**config.mk**
```make
export PLATFORM = sky130hd
export DESIGN_NAME = zeta_table_writer_flat
export DESIGN_NICKNAME = d
export VERILOG_FILES = /design/src/rtl/zeta_table_writer_if.sv /design/src/rtl/zeta_table_writer.sv /design/src/flat_wrapper.sv
export SDC_FILE = /design/constraint.sdc
export NUM_CORES = 1
export LEC_CHECK = 0
export ABC_CLOCK_PERIOD_IN_PS = 20700
export CAP_MARGIN = 5
export CORE_ASPECT_RATIO = 0.6
export CORE_MARGIN = 2
export CORE_UTILIZATION = 35
export DETAILED_ROUTE_END_ITERATION = 7
export GPL_TIMING_DRIVEN = 1
export PLACE_DENSITY = 0.55
export SYNTH_ARGS = -nofsm -noshare
export SYNTH_HDL_FRONTEND = slang
export SYNTH_SLANG_ARGS = --single-unit
```
**constraint.sdc**
```tcl
create_clock -name clk -period 20.7 [get_ports clk]
set_input_delay 2.07 -clock clk [delete_from_list [all_inputs] [get_ports clk]]
set_output_delay 2.07 -clock clk [all_outputs]
set_load 0.02 [all_outputs]
```
**src/rtl/zeta_table_writer_if.sv**
```systemverilog
`timescale 1ns/1ps
`default_nettype none
// ============================================================================
//  Module      : zeta_table_writer_if
//  Description : Write port from the zeta generator into the per-stage RAMs.
//  Revision    : 1.0
// ============================================================================
interface zeta_table_writer_if #(
    parameter int NTT_STAGE_CNT = 8,
    parameter int DATA_WIDTH    = 12
);
    localparam int c_STAGE_W = $clog2(NTT_STAGE_CNT);
    localparam int c_ADDR_W  = NTT_STAGE_CNT - 1;

    logic                  wr_valid;
    logic                  wr_ready;
    logic [c_STAGE_W-1:0]  wr_stage;
    logic [c_ADDR_W-1:0]   wr_addr;
    logic [DATA_WIDTH-1:0] wr_data;

    modport master (
        output wr_valid,
        output wr_stage,
        output wr_addr,
        output wr_data,
        input  wr_ready
    );

    modport slave (
        input  wr_valid,
        input  wr_stage,
        input  wr_addr,
        input  wr_data,
        output wr_ready
    );
endinterface
`default_nettype wire

```
**src/rtl/zeta_table_writer.sv**
```systemverilog
`timescale 1ns/1ps
`default_nettype none
// ============================================================================
//  Module      : zeta_table_writer
//  Description : Generates ROOT^j mod Q for j=1..N-1 and writes each value to
//                the stage RAM selected by the bit-reversed index of j.
//  Revision    : 1.0
// ============================================================================
module zeta_table_writer #(
    parameter int NTT_STAGE_CNT = 8,
    parameter int DATA_WIDTH    = 12,
    parameter int Q             = 3329,
    parameter int ROOT          = 17
) (
    input  wire logic        clk,
    input  wire logic        rst,
    input  wire logic        start,
    output logic             busy,
    output logic             done,
    zeta_table_writer_if.master wr
);
    localparam int c_STAGE_W = $clog2(NTT_STAGE_CNT);
    localparam int c_ADDR_W  = NTT_STAGE_CNT - 1;
    localparam int c_PROD_W  = 2 * DATA_WIDTH;
    localparam logic [c_ADDR_W-1:0] c_J_LAST = '1;

    typedef enum logic [2:0] {
        S_IDLE  = 3'd0,
        S_MUL   = 3'd1,
        S_RED   = 3'd2,
        S_WRITE = 3'd3,
        S_DONE  = 3'd4
    } state_t;

    state_t                r_state;
    state_t                w_next;
    logic [DATA_WIDTH-1:0] r_cur;
    logic [c_ADDR_W-1:0]   r_j;
    logic [c_PROD_W-1:0]   r_prod;

    logic [c_ADDR_W-1:0]   w_k;
    logic [c_STAGE_W-1:0]  w_stage;
    logic [c_ADDR_W-1:0]   w_addr;

    always_ff @(posedge clk) begin
        if (rst) begin
            r_state <= S_IDLE;
        end else begin
            r_state <= w_next;
        end
    end

    always_comb begin
        w_next = r_state;
        case (r_state)
            S_IDLE:  if (start) w_next = S_MUL;
            S_MUL:   w_next = S_RED;
            S_RED:   w_next = S_WRITE;
            S_WRITE: begin
                if (wr.wr_ready) begin
                    w_next = (r_j == c_J_LAST) ? S_DONE : S_MUL;
                end
            end
            S_DONE:  w_next = S_IDLE;
            default: w_next = S_IDLE;
        endcase
    end

    always_ff @(posedge clk) begin
        if (rst) begin
            r_cur  <= DATA_WIDTH'(1);
            r_j    <= '0;
            r_prod <= '0;
        end else begin
            case (r_state)
                S_IDLE: begin
                    if (start) begin
                        r_cur <= DATA_WIDTH'(1);
                        r_j   <= '0;
                    end
                end
                S_MUL: r_prod <= c_PROD_W'(r_cur) * c_PROD_W'(ROOT);
                S_RED: begin
                    r_cur <= DATA_WIDTH'(r_prod % c_PROD_W'(Q));
                    r_j   <= r_j + c_ADDR_W'(1);
                end
                default: ;
            endcase
        end
    end

    // k = bitrev(j); stage is the index of k's leading one, addr is k without it
    always_comb begin
        w_k     = '0;
        w_stage = '0;
        for (int i = 0; i < c_ADDR_W; i++) begin
            w_k[i] = r_j[c_ADDR_W-1-i];
        end
        for (int i = 0; i < c_ADDR_W; i++) begin
            if (w_k[i]) w_stage = c_STAGE_W'(i);
        end
        w_addr = w_k & ~(c_ADDR_W'(1) << w_stage);
    end

    assign wr.wr_valid = (r_state == S_WRITE);
    assign wr.wr_stage = wr.wr_valid ? w_stage : '0;
    assign wr.wr_addr  = wr.wr_valid ? w_addr  : '0;
    assign wr.wr_data  = wr.wr_valid ? r_cur   : '0;

    assign busy = (r_state != S_IDLE);
    assign done = (r_state == S_DONE);
endmodule
`default_nettype wire

```
**src/flat_wrapper.sv**
```systemverilog
// flat-port wrapper written by rule: the top's interface ports become plain ports
module zeta_table_writer_flat 
#(
    parameter int NTT_STAGE_CNT = 8,
    parameter int DATA_WIDTH    = 12,
    parameter int Q             = 3329,
    parameter int ROOT          = 17
)
  (clk, rst, start, busy, done, wr_wr_valid, wr_wr_stage, wr_wr_addr, wr_wr_data, wr_wr_ready);
  zeta_table_writer_if #(.NTT_STAGE_CNT(NTT_STAGE_CNT), .DATA_WIDTH(DATA_WIDTH)) wr_i ();
  input  wire logic clk;
  input  wire logic rst;
  input  wire logic start;
  output logic busy;
  output logic done;
  output wire logic [$bits(wr_i.wr_valid)-1:0] wr_wr_valid;
  output wire logic [$bits(wr_i.wr_stage)-1:0] wr_wr_stage;
  output wire logic [$bits(wr_i.wr_addr)-1:0] wr_wr_addr;
  output wire logic [$bits(wr_i.wr_data)-1:0] wr_wr_data;
  input wire logic [$bits(wr_i.wr_ready)-1:0] wr_wr_ready;
  assign wr_wr_valid = wr_i.wr_valid;
  assign wr_wr_stage = wr_i.wr_stage;
  assign wr_wr_addr = wr_i.wr_addr;
  assign wr_wr_data = wr_i.wr_data;
  assign wr_i.wr_ready = wr_wr_ready;
  zeta_table_writer #(.NTT_STAGE_CNT(NTT_STAGE_CNT), .DATA_WIDTH(DATA_WIDTH), .Q(Q), .ROOT(ROOT)) u_core (.clk(clk), .rst(rst), .start(start), .busy(busy), .done(done), .wr(wr_i));
endmodule
```
==> results of run 1 <==
## worst min-delay path, cell delays in order (launching register included)
cell,delay [ns]
dfxtp_1,0.34
nand2_1,0.07
a21oi_1,0.05
## cell families after synthesis
group | share of synthesized area
AND/OR/NAND/NOR | 0.294
flip-flops | 0.156
buffers and inverters | 0.0474
AO/OA/AOI/OAI | 0.360
adder cells (fa/ha/maj) | 0.0564
other | 0.000748
multiplexers | 0.0147
XOR/XNOR | 0.0709
## layout by cell type, fill, tap and decap left out, types with 14 or more instances in the layout
| cell | count |
|---|---|
| a21o_1 | 16 |
| nand2_1 | 84 |
| o211ai_1 | 15 |
| nor3_1 | 21 |
| a21oi_1 | 51 |
| and2_1 | 17 |
| o21ai_0 | 25 |
| dfxtp_1 | 39 |
| clkdlybuf4s50_1 | 27 |
| xnor2_1 | 28 |
| nand3_1 | 22 |
| nor2_1 | 54 |
| inv_1 | 14 |
| ha_1 | 21 |
## flip-flops by register name, indices dropped and copies added (netlist names)
| register | flops |
|---|---|
| u_core.r_prod | 17 |
| u_core.r_cur | 12 |
| u_core.r_j | 7 |
| u_core.r_state | 3 |
## per-stage QoR
step | cells | total power, mW | setup slack (ns)
3_5_place_dp | 866 | 0.339 | 12.46
6_report | 874 | 0.445 | 12.31
2_1_floorplan | 683 | 0.286 | 13.58
3_3_place_gp | 866 | 0.338 | 12.72
4_1_cts | 874 | 0.440 | 12.40
5_1_grt | 874 | 0.475 | 11.64
## final timing paths
path	start	to	cells past startpoint
setup / recovery	u_core.r_prod[9]	u_core.r_cur[11]	25
hold / removal	u_core.r_cur[0]	u_core.r_prod[0]	2
setup reg to reg	u_core.r_prod[9]	u_core.r_cur[11]	25
hold reg to reg	u_core.r_cur[0]	u_core.r_prod[0]	2
## cell type report
cell class	count	area share
clock buffer	5	0.0225
clock inverter	3	0.0122
inverter	14	0.00947
multi-input combinational	591	0.719
sequential	39	0.141
tap	192	0.0433
timing repair buffer	30	0.0527
## power groups by stage
stage	Sequential, mW	Combinational (mW)	Clock (mW)
after global placement	0.0930	0.245	0
after detailed placement	0.0932	0.245	0
after CTS	0.0916	0.247	0.102
final	0.0917	0.253	0.100
after global routing	0.0930	0.277	0.106
after floorplan	0.0857	0.200	0
## per-layer routing
layer,share of wire,wire [µm]
met3,0.091,1470
met5,0,0
met2,0.37,5880
met1,0.54,8710
met4,0.0024,38
==> flow_summary.html, run 1 <==
<table>
<tr><th>Metric</th><th>Value</th></tr>
<tr><th colspan="2">Drt</th></tr>
<tr><td>Drt first-iter violations</td><td>approximately 420</td></tr>
<tr><td>Final ANT Viol Nets</td><td>0</td></tr>
<tr><td>Residual DRC</td><td>0</td></tr>
<tr><td>Vias</td><td>5336</td></tr>
<tr><td>Total routed wirelength</td><td>approximately 16 mm</td></tr>
<tr><td>Drt wl/cell</td><td>around 18 µm</td></tr>
<tr><td>Average vias per placed instance</td><td>between 6 and 7</td></tr>
<tr><td>Total iterations of the first detailed-routing run</td><td>5</td></tr>
<tr><th colspan="2">Timing</th></tr>
<tr><td>Setup total negative slack</td><td>0 ns</td></tr>
<tr><td>Fmax</td><td>119 MHz</td></tr>
<tr><td>Final critical-path share of the clock period</td><td>0.405</td></tr>
<tr><td>Fin crit period</td><td>between 8 and 9 ns</td></tr>
<tr><td>Final setup viols</td><td>0</td></tr>
<tr><td>Setup repair after global routing missed its margin</td><td>false</td></tr>
<tr><td>Transition time at the pin with the least slew margin</td><td>roughly 1.1 ns</td></tr>
<tr><td>Headroom to the max-slew limit</td><td>0.240</td></tr>
<tr><td>Final-report hold violation count</td><td>0</td></tr>
<tr><td>Hold WS</td><td>~0.5 ns</td></tr>
<tr><td>Skew final</td><td>approximately 0.010 ns</td></tr>
<tr><td>Count of final max-slew check failures</td><td>0</td></tr>
<tr><th colspan="2">Global routing</th></tr>
<tr><td>Maximum number of pins on one net before global-route repair</td><td>32</td></tr>
<tr><td>Busiest layer in global routing</td><td>met1</td></tr>
<tr><td>Global routing usage summed across all routing layers</td><td>0.212</td></tr>
<tr><td>Gr ovfl total</td><td>0</td></tr>
<tr><td>Global-route wire length before repair</td><td>roughly 26 mm</td></tr>
<tr><td>Number of antenna violations at the first check in global routing</td><td>0</td></tr>
<tr><td>Met3 Usage GRT</td><td>0.0636</td></tr>
<tr><td>Met2 usage in global routing</td><td>0.257</td></tr>
<tr><td>GR Layer Usage met1</td><td>0.359</td></tr>
<tr><td>Via count of the first global-routing pass</td><td>4733</td></tr>
<tr><th colspan="2">Logic synthesis</th></tr>
<tr><td>Commonest cells in the netlist</td><td>84 x nand2_1, 54 x nor2_1, 51 x a21oi_1, 39 x dfxtp_1, 28 x xnor2_1</td></tr>
<tr><td>Fraction of registers with async set or reset after synthesis</td><td>0</td></tr>
<tr><td>Top cells by area, synth</td><td>dfxtp_1 16%, nand2_1 6.3%, ha_1 5.2%</td></tr>
<tr><td>Top_reg_cell synth</td><td>dfxtp_1</td></tr>
<tr><td>EDFF count, synth</td><td>0</td></tr>
<tr><td>Net count after synthesis</td><td>roughly 710</td></tr>
<tr><td>Cell Area, Synth</td><td>5010 µm²</td></tr>
<tr><td>Average cell area after synthesis</td><td>~7.3 µm²</td></tr>
<tr><td>Mapped Cells</td><td>between 600 and 700</td></tr>
<tr><td>Share of Yosys cell area claimed by the top area cell type</td><td>0.156</td></tr>
<tr><td>Top cell type by total area after synthesis</td><td>dfxtp_1</td></tr>
<tr><td>Register bit count reported by yosys</td><td>39</td></tr>
<tr><td>Distinct cells, synth</td><td>between 90 and 100</td></tr>
<tr><td>Share of the yosys chip area belonging to registers</td><td>0.156</td></tr>
<tr><td>Most used standard cell by instance count after synthesis</td><td>nand2_1</td></tr>
<tr><td>Number of synthesis warnings</td><td>0</td></tr>
<tr><th colspan="2">Pwr</th></tr>
<tr><td>Power Internal</td><td>0.237 mW</td></tr>
<tr><td>Fraction of power spent switching nets</td><td>0.468</td></tr>
<tr><td>Combinational fraction of design power</td><td>0.569</td></tr>
<tr><td>Peak supply drop</td><td>approximately 0.034 mV</td></tr>
<tr><td>Leak</td><td>between 2 and 2.5 nW</td></tr>
<tr><td>Net switching component of the power</td><td>approximately 0.21 mW</td></tr>
<tr><td>Clock power share</td><td>0.225</td></tr>
<tr><td>Cell area power density</td><td>approximately 80 nW/µm²</td></tr>
<tr><td>Sequential group share of total power</td><td>0.206</td></tr>
<tr><th colspan="2">Final layout</th></tr>
<tr><td>Final core area utilization</td><td>0.401</td></tr>
<tr><td>Diode insertion count for antenna repair</td><td>0</td></tr>
<tr><td>Net count reported at finish</td><td>707</td></tr>
<tr><td>Final Instance Area</td><td>around 5600 µm²</td></tr>
<tr><td>Area used by multi-input combinational logic</td><td>3990 µm²</td></tr>
<tr><td>Area growth, synth to finish</td><td>10.8%</td></tr>
<tr><td>Final-layout fill cell count</td><td>about 1.4k</td></tr>
<tr><td>Share of post-route cells with drive strength above 1</td><td>0.0792</td></tr>
<tr><td>Sequential Area</td><td>781 µm²</td></tr>
<tr><th colspan="2">Floorplanning</th></tr>
<tr><td>Area enclosed by the die boundary</td><td>between 15000 and 20000 µm²</td></tr>
<tr><td>Floorplan die height</td><td>just under 100 µm</td></tr>
<tr><td>Number of I/O pins</td><td>29</td></tr>
<tr><td>Die W</td><td>about 160 µm</td></tr>
<tr><td>Effective utilization at floorplan</td><td>0.362</td></tr>
<tr><td>Floorplan Core Area</td><td>roughly 14000 µm²</td></tr>
<tr><td>Site row count</td><td>33</td></tr>
<tr><th colspan="2">Outcome</th></tr>
<tr><td>Run status</td><td>finished clean</td></tr>
<tr><th colspan="2">Setup path</th></tr>
<tr><td>Kind of critical path</td><td>flop to flop</td></tr>
<tr><td>Slowest cell on the critical path</td><td>a311oi_2</td></tr>
<tr><td>Arrival time of the worst setup path</td><td>between 8 and 9 ns</td></tr>
<tr><td>Family with the most delay on the worst path</td><td>compound AO/OA/AOI/OAI gates</td></tr>
<tr><td>Total buffers and inverters traversed by the critical path</td><td>0</td></tr>
<tr><td>Critical path startpoint category</td><td>flop</td></tr>
<tr><td>Worst Path Max Fanout</td><td>12</td></tr>
<tr><td>Register-to-register setup slack</td><td>approximately 12 ns</td></tr>
<tr><td>Required time at the endpoint of the critical path</td><td>~21 ns</td></tr>
<tr><td>Biggest cell delay along the critical path</td><td>~0.6 ns</td></tr>
<tr><td>Nature of the critical path endpoint</td><td>flop</td></tr>
<tr><th colspan="2">Clock tree</th></tr>
<tr><td>Quantity of hold-fixing buffers added after cts</td><td>0</td></tr>
<tr><td>Buffers inserted during post-CTS setup optimization</td><td>0</td></tr>
<tr><td>CTS Buf Count</td><td>5</td></tr>
<tr><td>H-tree levels</td><td>2</td></tr>
<tr><td>Clk sinks</td><td>39</td></tr>
<tr><td>Worst-Skew Late Latency</td><td>0.29 ns</td></tr>
<tr><td>Clock-pin slew reported for the worst setup and hold paths after clock tree synthesis</td><td>around 0.060 ns</td></tr>
<tr><td>Number of buffers on the longest clock path</td><td>2</td></tr>
<tr><td>Post-cts sizing count</td><td>0</td></tr>
<tr><td>CTS Root Cell</td><td>clkbuf_16</td></tr>
<tr><td>TritonCTS clock tree</td><td>yes</td></tr>
<tr><th colspan="2">Placed design</th></tr>
<tr><td>Gp weighted congestion</td><td>between 0.8 and 0.9</td></tr>
<tr><td>DPL Wire Length</td><td>12.9 mm</td></tr>
<tr><td>Placed Area</td><td>between 5000 and 6000 µm²</td></tr>
<tr><td>Port Buffer Count</td><td>27</td></tr>
<tr><th colspan="2">Flow run</th></tr>
<tr><td>Max-cap violations</td><td>0</td></tr>
<tr><th colspan="2">Hold path</th></tr>
<tr><td>Hold Path Class</td><td>flop to flop</td></tr>
</table>
No activity file was read; power rests on OpenSTA's default activity.
==> inputs of run 2 (changes only) <==
ABC_CLOCK_PERIOD_IN_PS = 7610   (was 20700)
PLACE_DENSITY = 0.56   (was 0.55)
clock period = 7.61 ns   (was 20.7 ns; I/O delays follow)
==> run 2 against run 1 <==
  * Routed wire length increased by 2.1%
  * Combinational power rose to 3.0 times the previous value
  * Die area stayed put
  * Clock power is 140% higher
  * Register-to-register slack lost 12 ns
  * Sequential power grew to 2.7 times the previous value
  * Largest cell class unchanged
  * Sequential share of layout area decreased by 0.54 points
  * Cell area up 4.3%
==> flow_summary.html, run 2 (same netlist as run 1, synthesis figures left out) <==
<table>
<tr><th>Metric</th><th>Value</th></tr>
<tr><th colspan="2">Outcome</th></tr>
<tr><td>Run status</td><td>finished clean</td></tr>
<tr><th colspan="2">Final layout</th></tr>
<tr><td>Net count reported at finish</td><td>732 (+3.5%)</td></tr>
<tr><td>Area used by multi-input combinational logic</td><td>4070 µm² (+1.8%)</td></tr>
<tr><td>Final-layout fill cell count</td><td>1428 (+0.56%)</td></tr>
<tr><td>Area growth, synth to finish</td><td>15.6%</td></tr>
<tr><td>Final Instance Area</td><td>5790 µm² (+4.3%)</td></tr>
<tr><td>Highest-count cells in the layout ignoring fill and taps</td><td>84 x nand2_1, 54 x nor2_1, 50 x a21oi_1, 37 x dfxtp_1</td></tr>
<tr><td>Diode insertion count for antenna repair</td><td>0 (unchanged)</td></tr>
<tr><td>Largest Register</td><td>u_core.r_prod</td></tr>
<tr><td>Share of post-route cells with drive strength above 1</td><td>0.126 (+0.0467)</td></tr>
<tr><td>Most frequent standard cell in the layout excluding fill and tap cells</td><td>nand2_1</td></tr>
<tr><td>Sequential Area</td><td>783 µm² (+0.32%)</td></tr>
<tr><td>Top flop regs</td><td>u_core.r_prod x17, u_core.r_cur x12, u_core.r_j x7</td></tr>
<tr><td>Max reg flops</td><td>17 (unchanged)</td></tr>
<tr><th colspan="2">Drt</th></tr>
<tr><td>Highest metal layer used by the detailed router</td><td>met4</td></tr>
<tr><td>Drt wl/cell</td><td>18.3 µm (-0.72%)</td></tr>
<tr><td>Wire length on met3</td><td>1.65 mm (+13%)</td></tr>
<tr><td>Post-route met1 wirelength</td><td>8.67 mm (-0.52%)</td></tr>
<tr><td>Average vias per placed instance</td><td>6.01 (-1.5%)</td></tr>
<tr><td>Residual DRC</td><td>0 (unchanged)</td></tr>
<tr><td>Routed length on met2</td><td>6.08 mm (+3.4%)</td></tr>
<tr><td>Total iterations of the first detailed-routing run</td><td>8 (+3)</td></tr>
<tr><td>Drt first-iter violations</td><td>523 (+25%)</td></tr>
<tr><td>Vias</td><td>5406 (+1.3%)</td></tr>
<tr><td>Final ANT Viol Nets</td><td>0 (unchanged)</td></tr>
<tr><td>Total routed wirelength</td><td>16.4 mm (+2.1%)</td></tr>
<tr><th colspan="2">Setup path</th></tr>
<tr><td>Family with the most delay on the worst path</td><td>simple AND/OR/NAND/NOR gates</td></tr>
<tr><td>Kind of critical path</td><td>flop to flop</td></tr>
<tr><td>Nature of the critical path endpoint</td><td>flop</td></tr>
<tr><td>Arrival time of the worst setup path</td><td>7.41 ns (-1.13 ns)</td></tr>
<tr><td>Most repeated library cell on the critical path</td><td>or4_1</td></tr>
<tr><td>Slowest cell on the critical path</td><td>or4_1</td></tr>
<tr><td>Total buffers and inverters traversed by the critical path</td><td>0 (unchanged)</td></tr>
<tr><td>Biggest cell delay along the critical path</td><td>0.57 ns (-0.02 ns)</td></tr>
<tr><td>Worst Path Max Fanout</td><td>10 (-2)</td></tr>
<tr><td>Required time at the endpoint of the critical path</td><td>7.78 ns (-13.07 ns)</td></tr>
<tr><td>Critical path startpoint category</td><td>flop</td></tr>
<tr><th colspan="2">Floorplanning</th></tr>
<tr><td>Number of I/O pins</td><td>29 (unchanged)</td></tr>
<tr><td>Effective utilization at floorplan</td><td>0.362 (unchanged)</td></tr>
<tr><td>Site row count</td><td>33 (unchanged)</td></tr>
<tr><td>Floorplan Core Area</td><td>13800 µm² (unchanged)</td></tr>
<tr><td>Die W</td><td>158 µm (unchanged)</td></tr>
<tr><td>Floorplan die height</td><td>96.7 µm (unchanged)</td></tr>
<tr><td>Area enclosed by the die boundary</td><td>15300 µm² (unchanged)</td></tr>
<tr><th colspan="2">Pwr</th></tr>
<tr><td>Sequential group share of total power</td><td>0.202 (-0.004)</td></tr>
<tr><td>Peak supply drop</td><td>0.120 mV (+250%)</td></tr>
<tr><td>Cell area power density</td><td>214 nW/µm² (+170%)</td></tr>
<tr><td>Combinational fraction of design power</td><td>0.604 (+0.035)</td></tr>
<tr><td>Net switching component of the power</td><td>0.586 mW (+180%)</td></tr>
<tr><td>Clock power share</td><td>0.194 (-0.031)</td></tr>
<tr><td>Power Internal</td><td>0.651 mW (+170%)</td></tr>
<tr><td>Leak</td><td>2.22 nW (+6.1%)</td></tr>
<tr><td>Fraction of power spent switching nets</td><td>0.474 (+0.00614)</td></tr>
<tr><th colspan="2">Global routing</th></tr>
<tr><td>Number of antenna violations at the first check in global routing</td><td>0 (unchanged)</td></tr>
<tr><td>Maximum number of pins on one net before global-route repair</td><td>32 (unchanged)</td></tr>
<tr><td>Gr ovfl total</td><td>0 (unchanged)</td></tr>
<tr><td>Global routing usage summed across all routing layers</td><td>0.214 (+0.00181)</td></tr>
<tr><td>Via count of the first global-routing pass</td><td>4785 (+1.1%)</td></tr>
<tr><td>Global-route wire length before repair</td><td>26.4 mm (+1.7%)</td></tr>
<tr><th colspan="2">Placed design</th></tr>
<tr><td>Placed Area</td><td>5490 µm² (+2.4%)</td></tr>
<tr><td>Worst slack at placement</td><td>0.120 ns (-12.34 ns)</td></tr>
<tr><td>Gp weighted congestion</td><td>0.923 (+3.6%)</td></tr>
<tr><td>Port Buffer Count</td><td>27 (unchanged)</td></tr>
<tr><td>DPL Wire Length</td><td>13.1 mm (+2.0%)</td></tr>
<tr><th colspan="2">Clock tree</th></tr>
<tr><td>Quantity of hold-fixing buffers added after cts</td><td>0 (unchanged)</td></tr>
<tr><td>CTS Root Cell</td><td>clkbuf_16</td></tr>
<tr><td>Number of buffers on the longest clock path</td><td>2 (unchanged)</td></tr>
<tr><td>Clk sinks</td><td>39 (unchanged)</td></tr>
<tr><td>Worst-Skew Late Latency</td><td>0.29 ns (about the same)</td></tr>
<tr><td>CTS Buf Count</td><td>5 (unchanged)</td></tr>
<tr><td>TritonCTS clock tree</td><td>yes</td></tr>
<tr><td>H-tree levels</td><td>2 (unchanged)</td></tr>
<tr><td>Clock-pin slew reported for the worst setup and hold paths after clock tree synthesis</td><td>0.06 ns (about the same)</td></tr>
<tr><th colspan="2">Timing</th></tr>
<tr><td>Skew final</td><td>0.0101 ns (+0.000120 ns)</td></tr>
<tr><td>Fin crit period</td><td>7.24 ns (-1.15 ns)</td></tr>
<tr><td>Count of final max-slew check failures</td><td>0 (unchanged)</td></tr>
<tr><td>Final setup viols</td><td>0 (unchanged)</td></tr>
<tr><td>Headroom to the max-slew limit</td><td>0.227 (-0.0125)</td></tr>
<tr><td>Setup slack of the critical path after layout</td><td>0.372 ns (-11.94 ns)</td></tr>
<tr><td>Final-report hold violation count</td><td>0 (unchanged)</td></tr>
<tr><td>Fmax</td><td>138 MHz (+16%)</td></tr>
<tr><td>Transition time at the pin with the least slew margin</td><td>1.16 ns (+0.0186 ns)</td></tr>
<tr><td>Final critical-path share of the clock period</td><td>0.951 (+0.546)</td></tr>
<tr><th colspan="2">Flow run</th></tr>
<tr><td>Max-cap violations</td><td>0 (unchanged)</td></tr>
<tr><th colspan="2">Hold path</th></tr>
<tr><td>Hold Path Class</td><td>flop to flop</td></tr>
</table>
run 2: changes by cell type in the layout (fill, tap and decap cells not counted), sizes merged:
cell      change
bufinv        -1
clkinv        +2
clkinvlp      -1
buf          +25
run 2: layout make-up:
| type | instances | share of cell area |
|---|---|---|
| multi-input cells | 591 | 0.702 |
| well taps | 192 | 0.0415 |
| repair buffers | 55 | 0.0830 |
| clock inverters | 3 | 0.00756 |
| flip-flops and latches | 39 | 0.135 |
| clock buffers | 5 | 0.0216 |
| inverters | 14 | 0.00908 |
run 2: path summary, 6_finish.rpt:
check | startpoint | to | slack [ns] | depth (start not counted)
worst max-delay path | u_core.r_prod[6] | u_core.r_cur[5] | 0.37 | 25
worst min-delay path | u_core.r_cur[0] | u_core.r_prod[0] | 0.52 | 2
worst min register to register | u_core.r_cur[0] | u_core.r_prod[0] | 0.52 | 2
worst max register to register | u_core.r_prod[6] | u_core.r_cur[5] | 0.37 | 25
run 2: timing repair:
action,4_1_cts,5_1_grt
gates resized for setup,0,17
buffers inserted,0,8
endpoints found under the setup margin,0,12
run 2: power by group through the flow:
stage	Combinational (mW)	Sequential, mW	Clock (mW)
after detailed placement	0.689	0.253	0
after global routing	0.814	0.253	0.255
after floorplan	0.545	0.233	0
after CTS	0.695	0.249	0.245
final	0.747	0.250	0.240
after global placement	0.692	0.252	0
run 2: worst reg2reg max path, cell delays in order (launching register included):
cell and delay (ns):
dfxtp_1 0.41, or4_1 0.57, a2111o_1 0.45, or3_1 0.44
a21oi_4 0.21, a221oi_1 0.15, a211o_1 0.38, nand3_1 0.20
o211ai_2 0.17, or4_1 0.55, nor3_2 0.17, o21ai_1 0.11
nor2b_1 0.17, ha_1 0.20, or4_1 0.55, nor3b_2 0.23
nand3_2 0.17, o21ai_4 0.17, xnor2_1 0.20, ha_1 0.27
o21ai_1 0.15, a211oi_2 0.38, a211oi_4 0.15, nor2_4 0.23
nor4_1 0.07, or3_1 0.38
run 2: per-stage QoR:
step / utilization / power (mW) / instances / hold slack [ns] / setup TNS [ns]
after floorplan: - / 0.778 / 683 / 0.457 / 0
after global placement: 0.397 / 0.944 / 883 / 0.498 / 0
after detailed placement: 0.397 / 0.943 / 883 / 0.501 / 0
after CTS: 0.409 / 1.19 / 891 / 0.515 / 0
after global routing: 0.419 / 1.32 / 899 / 0.547 / -0.0118
final: 0.419 / 1.24 / 899 / 0.515 / 0
run 2: layer usage:
| layer | GRT usage | vias to the layer above |
|---|---|---|
| li1 | - | 2627 |
| met1 | 0.354 | 2579 |
| met2 | 0.266 | 196 |
| met3 | 0.0735 | 4 |
| met4 | 0.0146 | 0 |
| met5 | 0 | - |
==> inputs of run 3 (changes only) <==
SKIP_CTS_REPAIR_TIMING = 1   (was default)
==> results of run 3 <==
Same layout as run 2: the final DEF is identical, and so are final timing and power.
